**src/rtl/counter_pkg.sv**
```systemverilog
// Shared constants and helpers for the tick_counter block.
package counter_pkg;

  localparam logic CNT_UP   = 1'b1;
  localparam logic CNT_DOWN = 1'b0;

  localparam int unsigned DEFAULT_DIV = 32'd5000000;

  // Bits needed to hold 0..v-1, never less than one so a DIV of 1 still has a register.
  function automatic int unsigned clog2_min1(input int unsigned v);
    int unsigned r;
    r = 32'd0;
    for (int i = 0; i < 32; i++) begin
      if ((64'd1 << i) < 64'(v)) begin
        r = 32'(i + 1);
      end else begin
        r = r;
      end
    end
    if (r == 32'd0) begin
      return 32'd1;
    end else begin
      return r;
    end
  endfunction

endpackage

```
**src/rtl/tick_prescaler.sv**
```systemverilog
// Free-running divide-by-DIV phase counter producing a combinational step strobe.
module tick_prescaler
  import counter_pkg::*;
#(
  parameter int unsigned DIV = DEFAULT_DIV
) (
  input  logic clk,
  input  logic rst,
  input  logic en,
  input  logic clr,
  output logic step
);

  localparam int unsigned    DIV_W = clog2_min1(DIV);
  localparam logic [DIV_W-1:0] LAST  = DIV_W'(DIV - 32'd1);
  localparam logic [DIV_W-1:0] ONE   = DIV_W'(32'd1);
  localparam logic [DIV_W-1:0] ZERO  = DIV_W'(32'd0);

  logic [DIV_W-1:0] presc_q;
  logic [DIV_W-1:0] presc_d;

  assign step = en && (presc_q == LAST);

  // Next phase: clear wins, then advance/wrap while enabled, otherwise hold.
  always_comb begin
    presc_d = presc_q;
    if (clr) begin
      presc_d = ZERO;
    end else if (en) begin
      if (presc_q == LAST) begin
        presc_d = ZERO;
      end else begin
        presc_d = presc_q + ONE;
      end
    end else begin
      presc_d = presc_q;
    end
  end

  // Phase register.
  always_ff @(posedge clk or posedge rst) begin
    if (rst) begin
      presc_q <= ZERO;
    end else begin
      presc_q <= presc_d;
    end
  end

endmodule

```
**src/rtl/tick_counter.sv**
```systemverilog
// Prescaled WIDTH-bit up/down counter with load, tick and terminal-count pulses.
// Define TICK_COUNTER_SAT_EN to make the count saturate at its bounds instead of wrapping.
module tick_counter
  import counter_pkg::*;
#(
  parameter int unsigned WIDTH = 32'd4,
  parameter int unsigned DIV   = DEFAULT_DIV
) (
  input  logic             clk,
  input  logic             rst,
  input  logic             en,
  input  logic             up,
  input  logic             load,
  input  logic [WIDTH-1:0] load_val,
  output logic [WIDTH-1:0] count,
  output logic             tick,
  output logic             tc
);

  localparam logic [WIDTH-1:0] CNT_MAX  = {WIDTH{1'b1}};
  localparam logic [WIDTH-1:0] CNT_ZERO = {WIDTH{1'b0}};
  localparam logic [WIDTH-1:0] CNT_ONE  = WIDTH'(32'd1);

  logic             step_s;
  logic [WIDTH-1:0] count_q;
  logic [WIDTH-1:0] count_d;
  logic             tick_q;
  logic             tick_d;
  logic             tc_q;
  logic             tc_d;

  tick_prescaler #(
    .DIV (DIV)
  ) u_presc (
    .clk  (clk),
    .rst  (rst),
    .en   (en),
    .clr  (load),
    .step (step_s)
  );

  // Load beats a coincident step; at a bound the step either wraps or pins, flagging tc.
  always_comb begin
    count_d = count_q;
    tick_d  = 1'b0;
    tc_d    = 1'b0;
    if (load) begin
      count_d = load_val;
    end else if (step_s) begin
      tick_d = 1'b1;
      if (up == CNT_UP) begin
        if (count_q == CNT_MAX) begin
          tc_d = 1'b1;
`ifdef TICK_COUNTER_SAT_EN
          count_d = count_q;
`else
          count_d = CNT_ZERO;
`endif
        end else begin
          count_d = count_q + CNT_ONE;
        end
      end else begin
        if (count_q == CNT_ZERO) begin
          tc_d = 1'b1;
`ifdef TICK_COUNTER_SAT_EN
          count_d = count_q;
`else
          count_d = CNT_MAX;
`endif
        end else begin
          count_d = count_q - CNT_ONE;
        end
      end
    end else begin
      count_d = count_q;
    end
  end

  // Counter and pulse registers.
  always_ff @(posedge clk or posedge rst) begin
    if (rst) begin
      count_q <= CNT_ZERO;
      tick_q  <= 1'b0;
      tc_q    <= 1'b0;
    end else begin
      count_q <= count_d;
      tick_q  <= tick_d;
      tc_q    <= tc_d;
    end
  end

  assign count = count_q;
  assign tick  = tick_q;
  assign tc    = tc_q;

endmodule
```
**config.mk**
```make
export PLATFORM = sky130hd
export DESIGN_NAME = tick_counter
export DESIGN_NICKNAME = d
export VERILOG_FILES = /design/src/rtl/counter_pkg.sv /design/src/rtl/tick_prescaler.sv /design/src/rtl/tick_counter.sv
export SDC_FILE = /design/constraint.sdc
export NUM_CORES = 1
export LEC_CHECK = 0
export BUFFER_PORTS_ARGS = -buffer_cell sky130_fd_sc_hd__clkbuf_2
export CORE_AREA = 4 4 60 62
export CTS_CLUSTER_DIAMETER = 120
export DETAILED_ROUTE_END_ITERATION = 7
export DIE_AREA = 0 0 64 66
export GPL_TIMING_DRIVEN = 0
export PLACE_DENSITY = 0.81
export SLEW_MARGIN = 5
export SYNTH_ARGS = -nofsm -noshare
export SYNTH_HDL_FRONTEND = slang
export SYNTH_SLANG_ARGS = --single-unit
```
**constraint.sdc**
```tcl
create_clock -name clk -period 2.9 [get_ports clk]
set_clock_uncertainty 0.15 [all_clocks]
set_input_delay 0.145 -clock clk [delete_from_list [all_inputs] [get_ports clk]]
set_output_delay 0.145 -clock clk [all_outputs]
set_load 0.02 [all_outputs]
```
Word-level counts from Yosys, hierarchy flattened
Index checks and enable logic that the tools add are counted.

word-level totals
  bits of input ports = 9
  register bits after elaboration = 29
  output and inout bits = 6
  logic and storage cells = 28

operators by class
  multiplexer cells = 15
  equal/unequal tests = 2
  reductions and logical operators = 4
  $add $sub $neg = 3

operator list
  operator                                                            count
  23-bit 2-to-1 mux                                                   3
  23-bit by 1-bit adder with 23-bit output, second input constant     1
  23-bit equality test, second input constant                         1
  4-bit 2-to-1 mux                                                    5
  1-bit 2-to-1 mux                                                    7
  4-bit by 1-bit adder with 4-bit output, second input constant       1
  4-bit equality test, second input constant                          1
  4-bit zero test                                                     1
  2-bit nonzero test                                                  2
  4-bit by 1-bit subtractor with 4-bit output, second input constant  1
  1-bit logical AND                                                   1

Longest topological paths before layout
  depth in word-level cells = 5
  depth in mapped cells = 8
  mapped depth without buffers = 7

By module
Synthesis repeated with hierarchy kept, for this count alone.

second synthesis, totals
  cell total of the unflattened synthesis = 191
  area total of the unflattened synthesis = 1720.4 sq um

modules (own cells, without submodules)
  module          cells an instance  seq. area each (sq um)  area an instance (sq um)  instances
  tick_prescaler  144                575.6                   1325.0                    1
  tick_counter    47                 150.1                   395.4                     1

Worst setup path before layout
Ideal clock, no wire load.

  path kind = flip-flop to flip-flop
  start point = reg u_presc.presc_q[0]
  end point = reg count_q[1], in the netlist count[1]
  library setup time = 0.132 ns
  setup slack = 0.890 ns
  period minus slack after synthesis = 2.010 ns
  path buffers = 1
  required time = 2.618 ns
  data arrival time = 1.728 ns
  stages on the path, launching flop included = 8
  path through = dfrtp_1 ha_1 and4_1 nand2_1 or4_1 buf_2 mux2i_1 o21ai_1

between the ends
  cells in the longest elaborated chain, start to end = 3

ends and longest elaborated chain
  item                                 RTL line              text
  start, declared                      tick_prescaler.sv:19  logic [DIV_W-1:0] presc_q;
  start signal, assigned               tick_prescaler.sv:45  presc_q <= presc_d;
  23-bit equality test                 tick_prescaler.sv:22  assign step = en && (presc_q == LAST);
  1-bit logical AND                    tick_prescaler.sv:22
  2-bit nonzero test (no source line)  -
  end signal, assigned                 tick_counter.sv:86    count_q <= count_d;
  end, declared                        tick_counter.sv:25    logic [WIDTH-1:0] count_q;

Every way passes these cells.
A chain may end at the register's enable or synchronous reset.

Worst setup path in the final report
  start point = reg u_presc.presc_q[10]
  end point = reg u_presc.presc_q[13]

between the ends
  cells in the longest elaborated chain, start to end = 4
  elaborated cells on any way between the ends = 5
  classes of those cells = 1 x add/sub; 1 x eq/ne; 3 x mux

ends and longest elaborated chain
  item                                                                              RTL line                                    text
  23-bit by 1-bit adder with 23-bit output or 23-bit equality test (tied branches)  tick_prescaler.sv:33, tick_prescaler.sv:30
  23-bit 2-to-1 mux (*)                                                             tick_prescaler.sv:30                        if (presc_q == LAST) begin
  23-bit 2-to-1 mux (*)                                                             tick_prescaler.sv:29                        end else if (en) begin
  23-bit 2-to-1 mux (*)                                                             tick_prescaler.sv:27                        if (clr) begin

Every way passes the cells marked *; elsewhere a longest branch is shown, timed or not. The select of a mux whose other input is x is not followed.

==> metrics.cfg <==
[run_status]
status=completed

[finish]
num-fill-cells=239
final_nets=230
area_growth_pct=13.5
layout-drive-gt1-share_pct=15.1
seqCellArea_um2=726
multi_input_area_um2=986
fin_util_pct=66.5
antenna_cells=0

[pwr]
pwr_density_cell_nw_per_um2=395
peakVddDrop_mv=0.268
leakage_nw=0.888

[place]
place_ws_ns=0.570
dpl.hpwl_um=2890
gp_congestion=0.896
io_buffers=13

[global_routing]
antenna_found_initial=0
grt.busiest_layer=met2
grt-ovfl-total=0
use_met3_pct=6.46
grt_use_total_pct=21.4
grt_max_degree=30
met2_usage_pct=38.1
grt_first_pass_wirelength_um=6960
met1_usage_pct=23.7
grt_pass1_vias=1568

[clock_tree]
cts_buffer_depth=2
path_clk_slew_ns=0.09
post_cts_buffers=0
cts_tree=built
clock-sinks=29
htree_levels=2
cts_root_buf=clkbuf_4
cts_made_buffers=5
clock_latency_ns=0.33

[floorplanning]
dieArea_um2=4220
coreArea_um2=3030
fp.dieH_um=66
pin_count=15
start_util_pct=58.6
die_w_um=64
row_count=20

[routing]
via_per_inst=6.19
drc=0
finalWirelength_um=4070
drt_iter0_markers=135
first_pass_iters=4
post_drt_wl_per_cell_um=15.5
vias=1628
ant_nets=0

[sta]
worst-slew-pin-transition_ns=1.18
max_freq_ghz=0.414
setup_violations=0
finalHoldViolCount=0
tns_ns=0
fin_ws_ns=0.483
rsz0062_at_grt=no
slew_headroom_pct=20.6
min_period_over_period_pct=83.3
slew_viol_final=0
period_minus_slack_ns=2.42

[critical_path]
worstPathCellList=and4_2, nor4b_1, nand4_1, xor2_1, nor2_1
ff2ff_path_depth=5
crit_slowest_cell=nor4b_1
r2r_start=u_presc.presc_q[10]
crit_required_ns=2.96
crit_path_end_kind=flop
crit-reg2reg-capture=u_presc.presc_q[13]
criticalPathCategory=reg2reg
cp-start-kind=flop
path_max_fanout=6
reg2reg_slack_ns=0.48
slowest_delay_ns=0.94
cp.arrival_ns=2.48

[yosys]
yosys.cell_count.top_type=dfrtp_1
synth.distinct_cells=46
yosysSeqAreaShare_pct=40.9
syn_inst=193
synth-edff-count=0
synth.top_cells.by_count=dfrtp_1 (29), nor2_1 (20), nand2_1 (16)
yosys_register_bits=29
ys.flop_type=dfrtp_1
async_flop_share_pct=100
syn_area_per_cell_um2=9.19
synth_area_leader_cell=dfrtp_1
syn-num-nets=205
synth_top_area_share_pct=40.9
synth_area_um2=1770
yosysWarnings=0
netlist_top_cells_area=dfrtp_1 (41%), xor2_1 (5.9%), nor2_1 (4.2%), nand2_1 (3.4%), mux2i_1 (2.8%)

[hold_path]
whs_path_depth=4
holdPathEnd=u_presc.presc_q[6]
worstHoldStart=en
hp-class=in2reg

[job]
maxCapViolCount=0

area by class of cell:
cell class	instances	share of cell area, %
flip-flops and latches	29	36.0
repair buffers	18	5.71
clock buffers	7	3.23
inverters	8	1.49
plain buffers	8	1.61
clock inverters	1	0.248
well taps	44	2.73
multi-input cells	148	48.9
where the power goes:
part | total [mW] | switching (mW) | internal, mW
Sequential | 0.422 | 0.0108 | 0.411
Clock | 0.279 | 0.139 | 0.140
Combinational | 0.0955 | 0.0590 | 0.0364
cells in the final DEF (no fill, tap or decap), types with 3 or more instances in the layout:
cell | synthesis | layout
clkbuf_1 | 6 | 6
or4_1 | 3 | 3
nand2_1 | 16 | 16
a21oi_1 | 5 | 5
clkbuf_4 | 0 | 5
dlygate4sd3_1 | 0 | 5
xor2_1 | 12 | 12
nand4_1 | 7 | 7
and4_1 | 3 | 3
and3_1 | 5 | 5
o21ai_1 | 3 | 3
nor2_1 | 20 | 20
a31oi_1 | 5 | 5
mux2i_1 | 5 | 5
o21ai_0 | 6 | 6
a41oi_1 | 4 | 4
inv_1 | 8 | 8
dfrtp_1 | 29 | 29
nand3_1 | 10 | 10
nor3_1 | 4 | 4
clkbuf_2 | 0 | 13
or3_1 | 5 | 5
ha_1 | 3 | 3
worst max path at each step:
stage | slack (ns) | cells after the start | end | startpoint
final | 0.48 | 5 | u_presc.presc_q[13] | u_presc.presc_q[10]
after global routing | 0.42 | 5 | u_presc.presc_q[13] | u_presc.presc_q[5]
after CTS | 0.55 | 5 | u_presc.presc_q[13] | u_presc.presc_q[9]
after detailed placement | 0.57 | 5 | u_presc.presc_q[13] | u_presc.presc_q[9]
after global placement | 0.64 | 5 | u_presc.presc_q[13] | u_presc.presc_q[5]
after floorplan | 0.89 | 7 | count[1] | u_presc.presc_q[0]
worst max-delay path: cells and delay by family (launching register included):
kind	cells	cell delay, ns
xor+xnor	1	0.21
flops	1	0.44
simple gates	4	1.49
what timing repair did:
| item | 4_1_cts | 5_1_grt |
|---|---|---|
| hold endpoints to repair | 33 | 0 |
| gates resized for setup | 0 | 0 |
| hold buffers | 5 | 0 |
metrics by stage:
stage / cells / hold WS, ns / total power, mW / cell area (um^2)
floorplan: 193 / 0.0731 / 0.490 / 1770
global placement: 250 / 0.204 / 0.512 / 1890
detailed placement: 250 / 0.218 / 0.519 / 1890
CTS: 263 / 0.0861 / 0.801 / 2010
global route: 263 / 0.131 / 0.838 / 2010
finish: 263 / 0.0898 / 0.797 / 2010
routing by layer:
metal | wire length (um) | vias up
li1 | - | 765
met3 | 266 | 9
met1 | 1660 | 798
met5 | 0 | -
met4 | 66 | 0
met2 | 2070 | 56
registers in the layout, summed over array words and instances (netlist names):
register and flops:
u_presc.presc_q 23, tc 1, tick 1, count 4
kinds of logic (layout without fill, tap and decap cells):
family                     after synthesis  count (layout)  share of synthesized area [%]
xor gates and xnor gates                14              14                           6.91
buffers and inverters                   16              42                           3.53
AOI/OAI and AO/OA                       33              33                           12.9
adders and majority gates                3               3                           2.12
muxes                                    5               5                           2.82
and+or+nand+nor                         93              93                           30.8
DFF                                     29              29                           40.9
Note: power is estimated with default switching activity, not from simulation.
